--- src/rtl/obi_pkg.sv ---
// Shared OBI definitions: manager FSM state encoding and default bus widths.
// Latency: n/a (types and constants only).
// Backpressure: n/a.
package obi_pkg;

    localparam int OBI_ADDR_W = 32;
    localparam int OBI_DATA_W = 32;

    typedef enum logic [1:0] {
        IDLE = 2'd0,
        ADDR = 2'd1,
        RESP = 2'd2,
        DONE = 2'd3
    } obi_state_e;

endpackage : obi_pkg

--- src/rtl/obi_manager_if.sv ---
// Bundle of the controller command/response channels and the OBI A/R channels.
// Latency: n/a (wires only).
// Backpressure: cmd valid/ready, rsp valid/ready, OBI req/gnt and rvalid/rready.
// Modports: master = the obi_manager side, slave = controller plus OBI subordinate side.
interface obi_manager_if
    import obi_pkg::*;
#(
    parameter int ADDR_WIDTH = OBI_ADDR_W,
    parameter int DATA_WIDTH = OBI_DATA_W
);
    // controller command channel
    logic                    cmd_valid_i;
    logic                    cmd_ready_o;
    logic                    cmd_we_i;
    logic [ADDR_WIDTH-1:0]   cmd_addr_i;
    logic [DATA_WIDTH/8-1:0] cmd_be_i;
    logic [DATA_WIDTH-1:0]   cmd_wdata_i;
    // controller response channel
    logic                    rsp_valid_o;
    logic                    rsp_ready_i;
    logic [DATA_WIDTH-1:0]   rsp_rdata_o;
    logic                    rsp_err_o;
    // OBI A channel
    logic                    obi_req_o;
    logic                    obi_gnt_i;
    logic [ADDR_WIDTH-1:0]   obi_addr_o;
    logic                    obi_we_o;
    logic [DATA_WIDTH/8-1:0] obi_be_o;
    logic [DATA_WIDTH-1:0]   obi_wdata_o;
    // OBI R channel
    logic                    obi_rvalid_i;
    logic                    obi_rready_o;
    logic [DATA_WIDTH-1:0]   obi_rdata_i;
    logic                    obi_err_i;

    modport master (
        input  cmd_valid_i, cmd_we_i, cmd_addr_i, cmd_be_i, cmd_wdata_i,
        output cmd_ready_o,
        output rsp_valid_o, rsp_rdata_o, rsp_err_o,
        input  rsp_ready_i,
        output obi_req_o, obi_addr_o, obi_we_o, obi_be_o, obi_wdata_o,
        input  obi_gnt_i,
        input  obi_rvalid_i, obi_rdata_i, obi_err_i,
        output obi_rready_o
    );

    modport slave (
        output cmd_valid_i, cmd_we_i, cmd_addr_i, cmd_be_i, cmd_wdata_i,
        input  cmd_ready_o,
        input  rsp_valid_o, rsp_rdata_o, rsp_err_o,
        output rsp_ready_i,
        input  obi_req_o, obi_addr_o, obi_we_o, obi_be_o, obi_wdata_o,
        output obi_gnt_i,
        output obi_rvalid_i, obi_rdata_i, obi_err_i,
        input  obi_rready_o
    );

endinterface : obi_manager_if

--- src/rtl/obi_mgr_timer.sv ---
// Response-wait watchdog: counts enabled cycles, flags the CYCLES-th one as expired.
// Latency: expired is combinational on the current count (asserted in the CYCLES-th enabled cycle).
// Backpressure: none; holds its count while disabled, clear has priority over counting.
// Ports: clk_i, reset_ni, enable (count this cycle), clear (restart at 0), expired.
module obi_mgr_timer #(
    parameter int CYCLES = 256
) (
    input  logic clk_i,
    input  logic reset_ni,
    input  logic enable,
    input  logic clear,
    output logic expired
);

    localparam int CW = (CYCLES > 1) ? $clog2(CYCLES) : 1;

    logic [CW-1:0] cnt_q;

    // cnt_q holds (enabled cycles seen - 1) during an enabled cycle, so the
    // CYCLES-th enabled cycle is the one where cnt_q reaches CYCLES-1.
    assign expired = enable && (cnt_q == CW'(CYCLES - 1));

    always_ff @(posedge clk_i or negedge reset_ni) begin
        if (!reset_ni) begin
            cnt_q <= '0;
        end else if (clear) begin
            cnt_q <= '0;
        end else if (enable && !expired) begin
            cnt_q <= cnt_q + CW'(1);
        end
    end

endmodule : obi_mgr_timer

--- src/rtl/obi_manager.sv ---
// Single-outstanding OBI manager: turns one controller command into one OBI A/R transaction.
// Latency: rsp_valid_o rises 3 cycles after the accept cycle when gnt and rvalid come immediately.
// Backpressure: cmd_ready_o only in IDLE; req held until gnt; response held until rsp_ready_i.
// Ports: clk_i, reset_ni (async, active low), bus (obi_manager_if.master).
// Optional: define OBI_MGR_TIMEOUT_EN to bound the response wait to TIMEOUT_CYCLES
// (error response with zero data); the grant wait is never bounded.
module obi_manager
    import obi_pkg::*;
#(
    parameter int ADDR_WIDTH     = OBI_ADDR_W,
    parameter int DATA_WIDTH     = OBI_DATA_W,
    parameter int TIMEOUT_CYCLES = 256
) (
    input  logic          clk_i,
    input  logic          reset_ni,
    obi_manager_if.master bus
);

    localparam int BE_WIDTH = DATA_WIDTH / 8;

    // Elaboration-time guard on the configuration.
    if (!(DATA_WIDTH == 32 || DATA_WIDTH == 64) || TIMEOUT_CYCLES < 1) begin : g_param_check
        $error("obi_manager: DATA_WIDTH must be 32 or 64 and TIMEOUT_CYCLES >= 1");
    end

    typedef struct packed {
        logic                  we;
        logic [ADDR_WIDTH-1:0] addr;
        logic [BE_WIDTH-1:0]   be;
        logic [DATA_WIDTH-1:0] wdata;
    } a_chan_t;

    obi_state_e            state_q;
    a_chan_t               a_q;
    logic                  cmd_rdy_q;
    logic                  req_q;
    logic                  rready_q;
    logic                  rsp_vld_q;
    logic [DATA_WIDTH-1:0] rdata_q;
    logic                  err_q;

`ifdef OBI_MGR_TIMEOUT_EN
    logic tmr_expired;

    // Restart on the ADDR->RESP transition so every RESP phase gets a full budget.
    obi_mgr_timer #(
        .CYCLES (TIMEOUT_CYCLES)
    ) u_timer (
        .clk_i    (clk_i),
        .reset_ni (reset_ni),
        .enable   (state_q == RESP),
        .clear    ((state_q == ADDR) && bus.obi_gnt_i),
        .expired  (tmr_expired)
    );
`endif

    // All outputs come straight from flops updated together with the state.
    // cmd_rdy_q resets to 0 and rises on the first clock in IDLE after release,
    // so nothing is accepted during or on the very edge of reset release.
    always_ff @(posedge clk_i or negedge reset_ni) begin
        if (!reset_ni) begin
            state_q   <= IDLE;
            a_q       <= '0;
            cmd_rdy_q <= 1'b0;
            req_q     <= 1'b0;
            rready_q  <= 1'b0;
            rsp_vld_q <= 1'b0;
            rdata_q   <= '0;
            err_q     <= 1'b0;
        end else begin
            case (state_q)
                IDLE: begin
                    cmd_rdy_q <= 1'b1;
                    if (bus.cmd_valid_i && cmd_rdy_q) begin
                        a_q       <= '{we:    bus.cmd_we_i,
                                       addr:  bus.cmd_addr_i,
                                       be:    bus.cmd_be_i,
                                       wdata: bus.cmd_wdata_i};
                        cmd_rdy_q <= 1'b0;
                        req_q     <= 1'b1;
                        state_q   <= ADDR;
                    end
                end
                ADDR: begin
                    // No abort path here: OBI forbids dropping req before gnt.
                    if (bus.obi_gnt_i) begin
                        req_q    <= 1'b0;
                        rready_q <= 1'b1;
                        state_q  <= RESP;
                    end
                end
                RESP: begin
                    // A real response wins over a timeout landing in the same cycle.
                    if (bus.obi_rvalid_i) begin
                        rdata_q   <= bus.obi_rdata_i;
                        err_q     <= bus.obi_err_i;
                        rready_q  <= 1'b0;
                        rsp_vld_q <= 1'b1;
                        state_q   <= DONE;
                    end
`ifdef OBI_MGR_TIMEOUT_EN
                    else if (tmr_expired) begin
                        rdata_q   <= '0;
                        err_q     <= 1'b1;
                        rready_q  <= 1'b0;
                        rsp_vld_q <= 1'b1;
                        state_q   <= DONE;
                    end
`endif
                end
                DONE: begin
                    if (bus.rsp_ready_i) begin
                        rsp_vld_q <= 1'b0;
                        cmd_rdy_q <= 1'b1;
                        state_q   <= IDLE;
                    end
                end
                default: begin
                    state_q <= IDLE;
                end
            endcase
        end
    end

    assign bus.cmd_ready_o  = cmd_rdy_q;
    assign bus.obi_req_o    = req_q;
    assign bus.obi_addr_o   = a_q.addr;
    assign bus.obi_we_o     = a_q.we;
    assign bus.obi_be_o     = a_q.be;
    assign bus.obi_wdata_o  = a_q.wdata;
    assign bus.obi_rready_o = rready_q;
    assign bus.rsp_valid_o  = rsp_vld_q;
    assign bus.rsp_rdata_o  = rdata_q;
    assign bus.rsp_err_o    = err_q;

endmodule : obi_manager

--- src/flat_wrapper.sv ---
// flat-port wrapper written by rule: the top's interface ports become plain ports
module obi_manager_flat import obi_pkg::*;
#(
    parameter int ADDR_WIDTH     = OBI_ADDR_W,
    parameter int DATA_WIDTH     = OBI_DATA_W,
    parameter int TIMEOUT_CYCLES = 256
)
  (clk_i, reset_ni, bus_cmd_valid_i, bus_cmd_we_i, bus_cmd_addr_i, bus_cmd_be_i, bus_cmd_wdata_i, bus_cmd_ready_o, bus_rsp_valid_o, bus_rsp_rdata_o, bus_rsp_err_o, bus_rsp_ready_i, bus_obi_req_o, bus_obi_addr_o, bus_obi_we_o, bus_obi_be_o, bus_obi_wdata_o, bus_obi_gnt_i, bus_obi_rvalid_i, bus_obi_rdata_i, bus_obi_err_i, bus_obi_rready_o);
  obi_manager_if #(.ADDR_WIDTH(ADDR_WIDTH), .DATA_WIDTH(DATA_WIDTH)) bus_i ();
  input  logic clk_i;
  input  logic reset_ni;
  input wire logic [$bits(bus_i.cmd_valid_i)-1:0] bus_cmd_valid_i;
  input wire logic [$bits(bus_i.cmd_we_i)-1:0] bus_cmd_we_i;
  input wire logic [$bits(bus_i.cmd_addr_i)-1:0] bus_cmd_addr_i;
  input wire logic [$bits(bus_i.cmd_be_i)-1:0] bus_cmd_be_i;
  input wire logic [$bits(bus_i.cmd_wdata_i)-1:0] bus_cmd_wdata_i;
  output wire logic [$bits(bus_i.cmd_ready_o)-1:0] bus_cmd_ready_o;
  output wire logic [$bits(bus_i.rsp_valid_o)-1:0] bus_rsp_valid_o;
  output wire logic [$bits(bus_i.rsp_rdata_o)-1:0] bus_rsp_rdata_o;
  output wire logic [$bits(bus_i.rsp_err_o)-1:0] bus_rsp_err_o;
  input wire logic [$bits(bus_i.rsp_ready_i)-1:0] bus_rsp_ready_i;
  output wire logic [$bits(bus_i.obi_req_o)-1:0] bus_obi_req_o;
  output wire logic [$bits(bus_i.obi_addr_o)-1:0] bus_obi_addr_o;
  output wire logic [$bits(bus_i.obi_we_o)-1:0] bus_obi_we_o;
  output wire logic [$bits(bus_i.obi_be_o)-1:0] bus_obi_be_o;
  output wire logic [$bits(bus_i.obi_wdata_o)-1:0] bus_obi_wdata_o;
  input wire logic [$bits(bus_i.obi_gnt_i)-1:0] bus_obi_gnt_i;
  input wire logic [$bits(bus_i.obi_rvalid_i)-1:0] bus_obi_rvalid_i;
  input wire logic [$bits(bus_i.obi_rdata_i)-1:0] bus_obi_rdata_i;
  input wire logic [$bits(bus_i.obi_err_i)-1:0] bus_obi_err_i;
  output wire logic [$bits(bus_i.obi_rready_o)-1:0] bus_obi_rready_o;
  assign bus_i.cmd_valid_i = bus_cmd_valid_i;
  assign bus_i.cmd_we_i = bus_cmd_we_i;
  assign bus_i.cmd_addr_i = bus_cmd_addr_i;
  assign bus_i.cmd_be_i = bus_cmd_be_i;
  assign bus_i.cmd_wdata_i = bus_cmd_wdata_i;
  assign bus_cmd_ready_o = bus_i.cmd_ready_o;
  assign bus_rsp_valid_o = bus_i.rsp_valid_o;
  assign bus_rsp_rdata_o = bus_i.rsp_rdata_o;
  assign bus_rsp_err_o = bus_i.rsp_err_o;
  assign bus_i.rsp_ready_i = bus_rsp_ready_i;
  assign bus_obi_req_o = bus_i.obi_req_o;
  assign bus_obi_addr_o = bus_i.obi_addr_o;
  assign bus_obi_we_o = bus_i.obi_we_o;
  assign bus_obi_be_o = bus_i.obi_be_o;
  assign bus_obi_wdata_o = bus_i.obi_wdata_o;
  assign bus_i.obi_gnt_i = bus_obi_gnt_i;
  assign bus_i.obi_rvalid_i = bus_obi_rvalid_i;
  assign bus_i.obi_rdata_i = bus_obi_rdata_i;
  assign bus_i.obi_err_i = bus_obi_err_i;
  assign bus_obi_rready_o = bus_i.obi_rready_o;
  obi_manager #(.ADDR_WIDTH(ADDR_WIDTH), .DATA_WIDTH(DATA_WIDTH), .TIMEOUT_CYCLES(TIMEOUT_CYCLES)) u_core (.clk_i(clk_i), .reset_ni(reset_ni), .bus(bus_i));
endmodule
--- config.mk ---
export PLATFORM = sky130hd
export DESIGN_NAME = obi_manager_flat
export DESIGN_NICKNAME = d
export VERILOG_FILES = /design/src/rtl/obi_pkg.sv /design/src/rtl/obi_manager_if.sv /design/src/rtl/obi_mgr_timer.sv /design/src/rtl/obi_manager.sv /design/src/flat_wrapper.sv
export SDC_FILE = /design/constraint.sdc
export NUM_CORES = 1
export LEC_CHECK = 0
export ABC_AREA = 0
export CORE_ASPECT_RATIO = 2
export CORE_MARGIN = 8
export CORE_UTILIZATION = 27
export CTS_CLUSTER_SIZE = 16
export DETAILED_ROUTE_END_ITERATION = 16
export MAX_ROUTING_LAYER = met4
export PLACE_DENSITY_LB_ADDON = 0.08
export SYNTH_ARGS = -nofsm -noshare
export SYNTH_HDL_FRONTEND = slang
export SYNTH_SLANG_ARGS = --single-unit
--- constraint.sdc ---
create_clock -name clk_i -period 2.32 [get_ports clk_i]
set_input_delay 0.464 -clock clk_i [delete_from_list [all_inputs] [get_ports clk_i]]
set_output_delay 0.464 -clock clk_i [all_outputs]
set_load 0.02 [all_outputs]
==> run metrics <==
commonest non-fill, non-tap cells in the layout=212 x clkdlybuf4s50_1, 108 x dfrtp_1, 104 x mux2_2; largest net degree at the start of global routing=72; Unique masters post-synth=20; Port Buffers=213; Worst Setup Slack, final=439 ps; crit path max fanout=4; Final Setup Violations=0; Leak Pwr=2.86 nW; commonest non-fill, non-tap cell in the layout=clkdlybuf4s50_1; syn nets=364; RSZ-0062 raised after global routing=no; die span in y=192 um; nets@finish=582; post-synthesis sequential area ratio=0.644; flop and latch count out of synthesis=108; wire length per cell=18.1 um; Max Clk Rate=532 MHz; mapped cell area=4200 um2; drt drc=0; First DRT Iteration DRCs=40; initial antenna violation count=0; most common flop cell mapped by yosys=dfrtp_1; first-pass GRT wire length=19.0 mm; post-route ant nets=0; final core occ=0.448; routability cong.=0.708; full die area=20000 um2; synth warn=0; CP Class=reg -> out; hold buffers post-CTS=0; max-cap check violation count=0; clock buffer depth=2; post-layout minimum cycle time=1880 ps; Pre-antenna DRT Iters=4; CP Buf/Inv Count=1; clk_skew=7.79 ps; EDFF count, synth=0; Slew @ Worst Pin=449 ps; starting density of the core=0.274; DP Area=6550 um2; CP max stage delay=650 ps; Mapped Avg Cell Area=16.8 um2; final hold vios=0; Max transition margin=0.701; maximum VDD drop=0.000532 V; Post-synth ARST share=1.00; area grow syn2layout=63.5%; Critical Path AT=1420 ps; CP Data Required Time=1860 ps; Clock Sinks=108; # rows=64; Die Span X=104 um; total core area=15300 um2; vias in the first global route=3269; Setup TNS=0 ps; status=complete, no violations; crit share post-route=0.811; total grt overflow=0; CP Launch Type=flip-flop; DP Wirelength=9.42 mm; CP endpoint kind=output port; Total GRT Usage=0.126; fraction of layout cells with a size suffix above 1=0.266; clock-pin slew on the worst setup and hold paths=80 ps; overall power=0.00995 W; DR vias=2850; worst slack, placed=362 ps; num ports=214; class of the worst hold path=in -> async; Post-Synthesis Cells=250; H-Tree Level Count=3; Max Slew Vio Count=0; total CTS buffers=9; Root Buffer Master=clkbuf_16; routed wire length=12.1 mm; CTS tree=done; drt via density=4.24; Clock Latency Late Sink=340 ps; Post-CTS Setup Bufs=0; Cell Pwr Density=1450 nW/um2; Worst path slowest cell=clkdlybuf4s50_1; cells along the critical path=clkdlybuf4s50_1; Post-CTS Resized=0; Top delay family on crit path=buffers and inverters; final instance area=6860 um2
[worst paths after layout]
check,from,endpoint,slack [ps],cells after the start
min in group clk_i,u_core.bus.obi_wdata_o[13]$_DFFE_PN0P_,u_core.bus.obi_wdata_o[13]$_DFFE_PN0P_,500,1
max in group asynchronous,reset_ni,u_core.bus.obi_addr_o[22]$_DFFE_PN0P_,1470,2
worst max register to register,u_core.state_q[0]$_DFFE_PN0P_,u_core.bus.obi_wdata_o[5]$_DFFE_PN0P_,520,5
worst min-delay path,reset_ni,u_core.bus.rsp_rdata_o[3]$_DFFE_PN0P_,40,1
worst max-delay path,u_core.bus.cmd_ready_o$_DFFE_PN0P_,bus_cmd_ready_o,440,1
worst min register to register,u_core.bus.obi_wdata_o[13]$_DFFE_PN0P_,u_core.bus.obi_wdata_o[13]$_DFFE_PN0P_,500,1
[synthesized netlist by cell type (2+ instances only)]
cell / n / area, um2
nand2_1: 2 / 7.51
buf_2: 3 / 15.0
inv_1: 4 / 15.0
ha_1: 6 / 75.1
dfrtp_1: 108 / 2700
a21oi_1: 2 / 10.0
buf_6: 7 / 78.8
mux2_2: 104 / 1170
nor2b_1: 3 / 18.8
[through the flow]
stage	std cells	hold WS, ps
3_3_place_gp	655	415
5_1_grt	671	52.3
4_1_cts	671	34.5
6_report	672	42.3
3_5_place_dp	655	419
2_1_floorplan	250	168
[routing by layer]
| metal | GRT usage | wire [um] | part of all wire | up-vias |
|---|---|---|---|---|
| li1 | - | - | - | 1317 |
| met1 | 0.117 | 4130 | 0.34 | 1420 |
| met2 | 0.239 | 7210 | 0.59 | 105 |
| met3 | 0.0348 | 652 | 0.054 | 8 |
| met4 | 0.0494 | 146 | 0.012 | 0 |
| met5 | - | 0 | 0 | - |
[logic make-up after synthesis]
group / after synthesis / share of synthesized area
flip-flops: 108 / 0.644
multiplexers: 105 / 0.282
buffers and inverters: 14 / 0.0259
AND/OR/NAND/NOR: 9 / 0.0152
AO/OA/AOI/OAI: 8 / 0.0152
adder cells (fa/ha/maj): 6 / 0.0179
[report_power, final]
| group | internal [W] | switching [W] |
|---|---|---|
| clock network | 0.000853 | 0.000718 |
| registers | 0.00285 | 0.000465 |
| logic | 0.00276 | 0.00231 |
[registers in the layout (all words and copies together) (netlist names)]
name and flops:
u_core.bus.obi_be_o 4, u_core.bus.obi_req_o 1, u_core.bus.obi_addr_o 32, u_core.bus.obi_wdata_o 32, u_core.bus.rsp_rdata_o 32, u_core.bus.cmd_ready_o 1, u_core.bus.obi_rready_o 1, u_core.bus.rsp_valid_o 1
u_core.state_q 2, u_core.bus.obi_we_o 1, u_core.bus.rsp_err_o 1
[final cells by class]
class | count | area [um2]
fill | 1427 | 8440
sequential | 108 | 2700
timing repair buffer | 217 | 2200
multi-input combinational | 128 | 1390
tap | 198 | 248
clock buffer | 10 | 229
clock inverter | 6 | 72.6
inverter | 4 | 15.0
antenna | 1 | 2.50
No activity file was read; power rests on OpenSTA's default activity.
==> RTL edit, RTL diff (same flow settings) <==
`OBI_DATA_W`: 32 -> 64.
--- a/src/rtl/obi_pkg.sv
+++ b/src/rtl/obi_pkg.sv
@@ -5,5 +5,5 @@
 
     localparam int OBI_ADDR_W = 32;
-    localparam int OBI_DATA_W = 32;
+    localparam int OBI_DATA_W = 64;
 
     typedef enum logic [1:0] {
Ports: changed (6 resized); port bits go from 214 to 350. The function was not compared with the original's and may differ.
==> RTL edit against the original RTL <==
- setup slack lost 0.13 ns
- total power grew 71%
- sequential cell count grew 68
- clock skew shrank 0.00072 ns
- register-to-register slack is essentially flat
- synthesized cell count grew 58%
- cell count grew 64%
- sequential share of layout area shrank 0.49 points
- routed wire length grew 83%
- final area grew 65%
- core utilization grew 1.5 points
- synthesized area grew 59%
- critical path depth is the same
- clock power grew 110%
==> RTL edit: results (changes against the original RTL) <==
hold_sp=u_core.bus.obi_wdata_o[50]; r2r endpoint=u_core.state_q[0]; share of flip-flops with an asynchronous set or reset=100% (unchanged); Peak VDD IR=775 µV (+46%); class of the most critical hold timing path=reg2reg; Min-Delay Endpoint=u_core.bus.obi_wdata_o[50]; part of the Yosys area used for sequential elements=65.9% (+1.4 points); initial antenna violation count=5 (+5); total length of routed met3 wires=1.66 mm (+160%); wire length on met1=6.66 mm (+61%); overall fraction of global-route tracks in use=15.3% (+2.7 points); Leak Pwr=4.71 nW (+65%); Post-DP HPWL=17.8 mm (+89%); GPL Wtd Cong=0.750 (+5.8%); clock latency reported for the late side of the worst-skew pair=0.44 ns (+0.10 ns); Top delay family on crit path=buffers and inverters; clock transition time at the flip-flop clock pins of the worst setup and hold paths=0.06 ns (-0.02 ns); clock buffer count from CTS=17 (+8); layout filler cell count=2242 (+57%); largest net degree at the start of global routing=53 (-26%); synth top area cells=dfrtp_1 (66%), mux2_2 (24%), mux2_1 (4.7%), ha_1 (1.1%), buf_2 (0.82%); critical path data arrival time=1.55 ns (+0.13 ns); number of vias per cell after detailed routing=4.24 (about the same); mean routed wirelength per cell=20.1 µm (+11%); syn nets=576 (+58%); top metal layer carrying routed signals=met4; setup clock skew after layout=0.00706 ns (-0.000725 ns); via count of the first global-routing pass=5471 (+67%); initial DRC count=127 (+220%); worst slack, placed=0.367 ns (+0.00512 ns); run status=finished clean; sum of met2 wire segment lengths after detailed routing=12.9 mm (+79%); Final Net Count=935 (+61%); number of library cell types mapped by synthesis=22 (+10%); fraction of layout instances using a drive strength above 1=24.3% (-2.4 points); worst hold slack=0.488 ns (+0.445 ns); number of H-tree levels=4 (+1); stage delay of the slowest cell on the critical path=0.68 ns (+0.03 ns); Worst-Margin Slew=0.422 ns (-0.0268 ns); wire length of the first global-routing pass=33.1 mm (+75%)
## RTL edit: per-stage QoR
stage          instances  area, µm²
4_1_cts             1098      11300
6_report            1103      11300
3_3_place_gp        1065      10600
2_1_floorplan        394       6690
5_1_grt             1103      11300
3_5_place_dp        1065      10600
## RTL edit: layout make-up
type,count,area [µm²],area share (%)
sequential,176,4400,38.9
timing repair buffer,358,3640,32.2
multi-input combinational,196,2160,19.1
clock buffer,22,464,4.10
tap,332,415,3.67
clock inverter,10,206,1.82
inverter,4,15.0,0.133
antenna,5,12.5,0.111
## RTL edit: kinds of logic (layout without fill, tap and decap cells)
family / count (synthesis) / count (layout) / share of synthesized area, %
AO/OA/AOI/OAI: 8 / 8 / 0.954
adder cells (fa/ha/maj): 6 / 6 / 1.12
buffers and inverters: 22 / 394 / 2.00
flip-flops: 176 / 176 / 65.9
multiplexers: 173 / 173 / 29.1
other: 0 / 5 / 0
AND/OR/NAND/NOR: 9 / 9 / 0.954
## RTL edit: timing repair
action | CTS | global route
setup endpoints to repair | 0 | 0
hold buffers | 1 | 0
endpoints found under the hold margin | 38 | 0
## RTL edit: where the power goes
group	switching [mW]	internal, mW
sequential	0.789	4.65
clock	1.19	2.08
combinational	3.88	4.40
## RTL edit: worst max-delay path by stage
stage	startpoint	end	slack, ns
detailed placement	bus_cmd_valid_i	u_core.state_q[0]	0.37
finish	u_core.bus.cmd_ready_o	bus_cmd_ready_o	0.31
floorplan	u_core.state_q[0]	u_core.bus.rsp_rdata_o[29]	0.69
CTS	u_core.bus.cmd_ready_o	bus_cmd_ready_o	0.25
global route	u_core.bus.cmd_ready_o	bus_cmd_ready_o	0.24
global placement	bus_cmd_valid_i	u_core.state_q[0]	0.36
## RTL edit: routing by layer
layer	track usage, %	up-vias
li1	-	2106
met1	12.5	2329
met4	9.54	0
met3	5.59	39
met2	28.3	207
met5	-	-
